**src/rtl/data_mem_store_buffer.sv**
```systemverilog
// Data memory with a 4-entry store buffer: stores are queued and drained into a
// 64-word RAM whenever the port is free; loads forward from the youngest match.
module data_mem_store_buffer (
  input  logic        clk,
  input  logic        reset,
  input  logic [31:0] ALUout,
  input  logic [31:0] writedata,
  input  logic        MemWrite,
  input  logic        MemRead,
  output logic [31:0] readdata,
  output logic        stall,
  output logic [2:0]  buf_count
);

  localparam int unsigned DW        = 32;
  localparam int unsigned IW        = 6;
  localparam int unsigned DEPTH     = 4;
  localparam int unsigned PW        = 2;
  localparam int unsigned CW        = 3;
  localparam int unsigned RAM_WORDS = 64;

  typedef struct packed {
    logic [IW-1:0] idx;
    logic [DW-1:0] data;
  } sb_entry_t;

  sb_entry_t       r_buf [DEPTH];
  logic [DW-1:0]   r_ram [RAM_WORDS];
  logic [PW-1:0]   r_head;
  logic [PW-1:0]   r_tail;
  logic [CW-1:0]   r_count;
  logic [DW-1:0]   r_readdata;

  logic [IW-1:0]   w_idx;
  logic            w_full;
  logic            w_accept;
  logic            w_drain;
  logic            w_load;
  logic [CW-1:0]   w_count_nxt;
  sb_entry_t       w_ord [DEPTH];
  logic            w_fwd_hit;
  logic [DW-1:0]   w_fwd_data;
  logic [DW-1:0]   w_load_data;
  sb_entry_t       w_head_entry;
  logic            w_unused_addr_bits;

  assign w_idx              = ALUout[7:2];
  assign w_unused_addr_bits = ^{ALUout[31:8], ALUout[1:0]};

  // Full buffer stalls a store even if the head drains this same cycle.
  assign w_full   = (r_count == CW'(DEPTH));
  assign stall    = MemWrite & w_full;
  assign w_accept = MemWrite & ~w_full;
  assign w_drain  = (r_count != CW'(0)) & ~MemRead;
  assign w_load   = MemRead & ~MemWrite;

  assign w_head_entry = r_buf[r_head];

  always_comb begin
    w_count_nxt = r_count;
    case ({w_accept, w_drain})
      2'b10:   w_count_nxt = r_count + CW'(1);
      2'b01:   w_count_nxt = r_count - CW'(1);
      default: w_count_nxt = r_count;
    endcase
  end

  // Entries in age order: w_ord[0] is the oldest (head).
  always_comb begin
    for (int i = 0; i < DEPTH; i++) begin
      w_ord[i] = r_buf[r_head + PW'(i)];
    end
  end

  // Later (younger) matches overwrite earlier ones, so the youngest wins.
  always_comb begin
    w_fwd_hit  = 1'b0;
    w_fwd_data = '0;
    for (int i = 0; i < DEPTH; i++) begin
      if ((CW'(i) < r_count) && (w_ord[i].idx == w_idx)) begin
        w_fwd_hit  = 1'b1;
        w_fwd_data = w_ord[i].data;
      end
    end
  end

  assign w_load_data = w_fwd_hit ? w_fwd_data : r_ram[w_idx];

  always_ff @(posedge clk) begin
    if (reset) begin
      r_head     <= '0;
      r_tail     <= '0;
      r_count    <= '0;
      r_readdata <= '0;
    end else begin
      if (w_accept) begin
        r_tail <= r_tail + PW'(1);
      end
      if (w_drain) begin
        r_head <= r_head + PW'(1);
      end
      r_count <= w_count_nxt;
      if (w_load) begin
        r_readdata <= w_load_data;
      end
    end
  end

  // Buffer payload needs no reset; validity is carried by the pointers and count.
  always_ff @(posedge clk) begin
    if (!reset && w_accept) begin
      r_buf[r_tail].idx  <= w_idx;
      r_buf[r_tail].data <= writedata;
    end
  end

  // RAM contents survive reset.
  always_ff @(posedge clk) begin
    if (!reset && w_drain) begin
      r_ram[w_head_entry.idx] <= w_head_entry.data;
    end
  end

  assign readdata  = r_readdata;
  assign buf_count = r_count;

endmodule

```
**config.mk**
```make
export PLATFORM = sky130hd
export DESIGN_NAME = data_mem_store_buffer
export DESIGN_NICKNAME = d
export VERILOG_FILES = /design/src/rtl/data_mem_store_buffer.sv
export SDC_FILE = /design/constraint.sdc
export NUM_CORES = 2
export LEC_CHECK = 0
export BUFFER_PORTS_ARGS = -buffer_cell sky130_fd_sc_hd__buf_2
export CAP_MARGIN = 25
export CORE_UTILIZATION = 55
export DETAILED_ROUTE_END_ITERATION = 10
export HOLD_SLACK_MARGIN = 0.02
export PLACE_DENSITY_LB_ADDON = 0.12
export SLEW_MARGIN = 0
export SYNTH_ARGS = -nofsm -noshare
export SYNTH_HDL_FRONTEND = slang
export SYNTH_SLANG_ARGS = --single-unit
```
**constraint.sdc**
```tcl
create_clock -name clk -period 5.6 [get_ports clk]
set_input_delay 0.84 -clock clk [delete_from_list [all_inputs] [get_ports clk]]
set_output_delay 0.84 -clock clk [all_outputs]
set_load 0.02 [all_outputs]
```
## Word-level counts from Yosys, hierarchy flattened

Memory sizes are Yosys's and may differ from the RTL's. A register that Yosys moved wholly into a read port is not among the register bits.
Index checks and enable logic that the tools add are counted.

| storage, ports and cells | value |
|---|---|
| output and inout bits | 36 |
| memories kept | 2 |
| logic and storage cells | 55 |
| bits in writable memories | 2200 |
| bits in latches | 0 |
| memory bits (read-only) | 0 |
| input port bits | 68 |
| flip-flop bits (word level) | 39 |

Memory list:

| name | depth | bits a word | read ports | clocked after Yosys merged registers in | wr ports | line | text |
|---|---|---|---|---|---|---|---|
| r_ram | 64 | 32 | 1 | 0 | 1 | 28 | `logic [DW-1:0] r_ram [RAM_WORDS];` |
| r_buf | 4 | 38 | 4 | 1 | 1 | 27 | `sb_entry_t r_buf [DEPTH];` |

| cells by class | value |
|---|---|
| shift-type cells | 0 |
| order comparisons | 4 |
| reductions and logical operators | 9 |
| divide/modulo/power cells | 0 |
| $add $sub $neg | 6 |
| mux-type cells | 16 |
| multipliers | 0 |
| equality and inequality tests | 7 |
| bitwise operators | 7 |

Operator list:

| cell | number |
|---|---|
| 32-bit 2-to-1 mux | 5 |
| 6-bit == test | 4 |
| 1-bit 2-to-1 mux | 8 |
| 1-bit logical AND | 6 |
| 1-bit by 3-bit less-than comparator with 1-bit output, first input constant | 2 |
| 2-bit by 3-bit less-than comparator with 1-bit output, first input constant | 2 |
| 3-bit case mux with 2 select lines | 1 |
| 2-bit by 1-bit adder with 2-bit output, second input constant | 2 |
| 2-bit adder, second input constant | 2 |
| 1-bit bitwise AND | 4 |
| 2-bit 2-to-1 mux | 2 |
| 3-bit by 1-bit adder with 3-bit output, second input constant | 1 |
| 3-bit == test, second input constant | 1 |
| 1-bit inverter | 3 |
| 3-bit nonzero test | 1 |
| 3-bit by 1-bit subtractor with 3-bit output, second input constant | 1 |
| 2-bit by 1-bit == test with 1-bit output, second input constant | 1 |
| 2-bit == test, second input constant | 1 |
| 2-bit nonzero test | 1 |
| 1-bit logical NOT | 1 |

## Depth between registers and ports, before layout

An unclocked memory read counts as a cell.

| logic depth | value |
|---|---|
| depth after elaboration | 8 |
| depth in mapped cells | 12 |
| mapped depth without buffers | 8 |

## Worst setup path after synthesis

No wires, ideal clock.

| path | value |
|---|---|
| path type | flip-flop to flip-flop |
| start | reg (tool-made name) |
| end | mem r_ram[63][0], enable pin |
| data required time | 5179 ps |
| period minus slack after synthesis | 3624 ps |
| stages on the path, launching flop included | 8 |
| arrival time | 3203 ps |
| buffers on the path | 2 |
| path slack | 1976 ps |
| library setup time | 421 ps |
| cells stage by stage | dfxtp_1 clkbuf_1 clkbuf_1 nor2_1 a21oi_1 nor3b_1 nand2_1 nor2_1 |

RTL lines:

| item | line |
|---|---|
| end: declaration | 28 |

## Worst setup path after layout

| path | value |
|---|---|
| start | reg r_count[0] (netlist: buf_count[0]) |
| end | mem r_ram[44][25], enable pin |

| between the ends | value |
|---|---|
| longest elaborated chain between the ends | 5 |

Ends and longest elaborated chain:

| item | line | text |
|---|---|---|
| start: declaration | 31 | `logic [CW-1:0] r_count;` |
| start signal: assignment | 102 | `r_count <= w_count_nxt;` |
| 3-bit nonzero test | 54 | `assign w_drain = (r_count != CW'(0)) & ~MemRead;` |
| 1-bit bitwise AND | 54 |  |
| 1-bit logical AND | 119 | `if (!reset && w_drain) begin` |
| 1-bit 2-to-1 mux | 119 |  |
| 1-bit 2-to-1 mux (implied by the code) | 120 | `r_ram[w_head_entry.idx] <= w_head_entry.data;` |

No other way between the ends.

==> impl_metrics.tcl <==
set metrics [dict create \
    p_per_area_mw_per_mm2 398 \
    numCtsBuffers 222 \
    clkTransAtPathRegs_ns 0.06 \
    cp.arrival_ns 4.76 \
    ant_nets 0 \
    antenna_found_initial 7 \
    yosys_warnings 0 \
    clkLatencyLatePin_ns 0.86 \
    cp_top_family "simple AND/OR/NAND/NOR gates" \
    path_class "flip-flop to flip-flop" \
    grt_pass1_wl_um 337000 \
    die_h_um 407 \
    drc 0 \
    clock-root-buffer "clkbuf_16" \
    detail_route.wl_per_cell_um 32.5 \
    period_needed_ns 4.22 \
    hold_buffers 0 \
    cp_data_required_time_ns 6.15 \
    postPlaceCellArea_mm2 0.0946 \
    hold_viol 0 \
    clock-skew-final_ns 0.0190 \
    synthesis.area_mm2 0.0902 \
    fin_area_mm2 0.102 \
    end_kind "flip-flop" \
    area_growth_syn_to_layout_pct 13.2 \
    die_area_mm2 0.166 \
    layout.nets 5079 \
    hold_path_class "input pin to flip-flop" \
    coreArea_mm2 0.163 \
    setup_tns_ns 0 \
    synthTopCellsByArea "edfxtp_1 (73%), mux4_2 (8.3%), mux2i_1 (6.2%), a221oi_1 (1.5%), a221o_1 (1.1%)" \
    viasPerCell 6.52 \
    synthFlopType "edfxtp_1" \
    slowest_delay_ns 0.91 \
    yosys.area.top_type_share 0.732 \
    met1_length_um 96700 \
    post-cts-setup-buffers 0 \
    clock_path_buffers 3 \
    dr_wl_met3_um 20300 \
    drv_slew 0 \
    vias 48100 \
    grt_pass1_vias 47300 \
    relSlewSlack 0.234 \
    dpl.hpwl_um 131000 \
    drv_cap 0 \
    leakagePower_uw 0.0334 \
    worstPathMaxFanout 15 \
    timing.final.crit_share 0.753 \
    synth_top_cell_by_area "edfxtp_1" \
    grt_start_max_net_pins 109 \
    grt_use_total 0.290 \
    cts.sinks 2241 \
    fillerInstances 11300 \
    pin_count 104 \
    async_flop_share 0 \
    cts_tree "done" \
    rsz0062_at_grt "no" \
    synth_edf_count 2200 \
    synthesis.nets 4865 \
    first_pass_iters 5 \
    finalSetupViolations 0 \
    avgSynthCellArea_um2 18.8 \
    fmax_mhz 237 \
    routed_wl_um 239000 \
    fp.dieW_um 407 \
    drive_above_1_share 0.215 \
    rows 148 \
    topRoutingLayerUsed "met5" \
    synthCells 4788 \
    yosysMostFrequentCell "edfxtp_1" \
    htreeDepth 4 \
    critPathBufInv 3 \
    wl_met2_um 114000 \
    start_kind "flip-flop" \
    synth_cell_types 58 \
    port_buffers 77 \
    start_util 0.554 \
    first_iter_violations 5571 \
    path_cells "inv_1, ha_1, a21o_1, nor3_1, nand2_1, buf_4, nor2_4, buf_4" \
    worst_path_most_repeated_cell "buf_4" \
    synthTopCellsByCount "edfxtp_1 (2,200), mux2i_1 (561), mux4_2 (332), nor2_1 (182), clkbuf_1 (167)" \
    worst_pin_slew_ns 1.14 \
    cts_resized 0 \
    gr-total-overflow 0 \
    peakVddDrop_v 0.000461 \
    gp_congestion 0.815 \
    ys_seq_elements 2241 \
    ys_seq_area_frac 0.741 \
    status "finished clean" \
    crit_slowest_cell "nor3_1" \
]
-- flip-flops by register name, summed over array words and instances (netlist names), named ones only --
register / cells
r_buf: 152
readdata: 32
buf_count: 3
r_head: 2
r_ram: 2048
r_tail: 2
-- kinds of logic (layout without fill, tap and decap cells) --
family | after synthesis | in the layout | share of synthesized area
xor+xnor | 33 | 33 | 0.00320
flops | 2241 | 2241 | 0.741
mux | 929 | 929 | 0.150
simple gates | 525 | 525 | 0.0303
compound gates | 697 | 697 | 0.0569
fa+ha+maj | 9 | 9 | 0.00125
other cells | 0 | 5 | 0
buf+inv | 354 | 759 | 0.0172
-- cell type report --
type	count	area, um^2	area share
inverters	41	159	0.00156
clock buffers	259	5720	0.0560
diodes	5	12.5	0.000123
multi-input cells	2193	22300	0.218
well taps	2175	2720	0.0267
clock inverters	156	1760	0.0172
repair buffers	303	2560	0.0250
flip-flops and latches	2241	66900	0.655
-- per-layer routing --
layer	vias to the layer above	track usage
li1	20200	-
met1	25300	0.405
met2	2179	0.463
met3	356	0.0526
met4	10	0.0988
met5	-	0
-- stage by stage --
| step | utilization | power (uW) | setup WS (ns) | hold slack [ns] | std cells |
|---|---|---|---|---|---|
| finish | 0.627 | 40700 | 1.38 | 0.202 | 7373 |
| global route | 0.627 | 41800 | 1.30 | 0.176 | 7369 |
| CTS | 0.627 | 40800 | 1.55 | 0.146 | 7368 |
| detailed placement | 0.581 | 25800 | 1.25 | 0.501 | 6953 |
| global placement | 0.581 | 25600 | 1.23 | 0.488 | 6951 |
| floorplan | - | 23600 | 1.98 | 0.469 | 4788 |
-- path summary, 6_finish.rpt --
check	start	endpoint	slack, ns	cells after the start
worst max-delay path	buf_count[0]	r_ram[44][25]	1.38	8
worst min-delay path	writedata[31]	r_buf[2][31]	0.20	1
worst max register to register	buf_count[0]	r_ram[44][25]	1.38	8
worst min register to register	r_tail[1]	r_tail[1]	0.50	2
-- cells in the final DEF (no fill, tap or decap), drive strengths merged, types with 32 or more instances in the layout --
cell type / n
a21oi: 135
a221o: 100
a221oi: 156
a22oi: 33
buf: 303
bufinv: 32
clkbuf: 259
clkinv: 111
dfxtp: 41
edfxtp: 2200
inv: 46
mux2: 35
mux2i: 562
mux4: 332
nand2: 57
nand2b: 65
nand4: 32
nor2: 182
nor2b: 39
nor3: 65
o21ai: 133
-- report_power, final --
| group | switching [uW] | internal [uW] | leakage (uW) | total [uW] |
|---|---|---|---|---|
| Combinational | 3810 | 1380 | 0.00960 | 5190 |
| Sequential | 144 | 20100 | 0.0201 | 20300 |
| Clock | 6390 | 8800 | 0.00365 | 15200 |
| Total | 10400 | 30300 | 0.0334 | 40700 |
No activity file was read; power rests on OpenSTA's default activity.
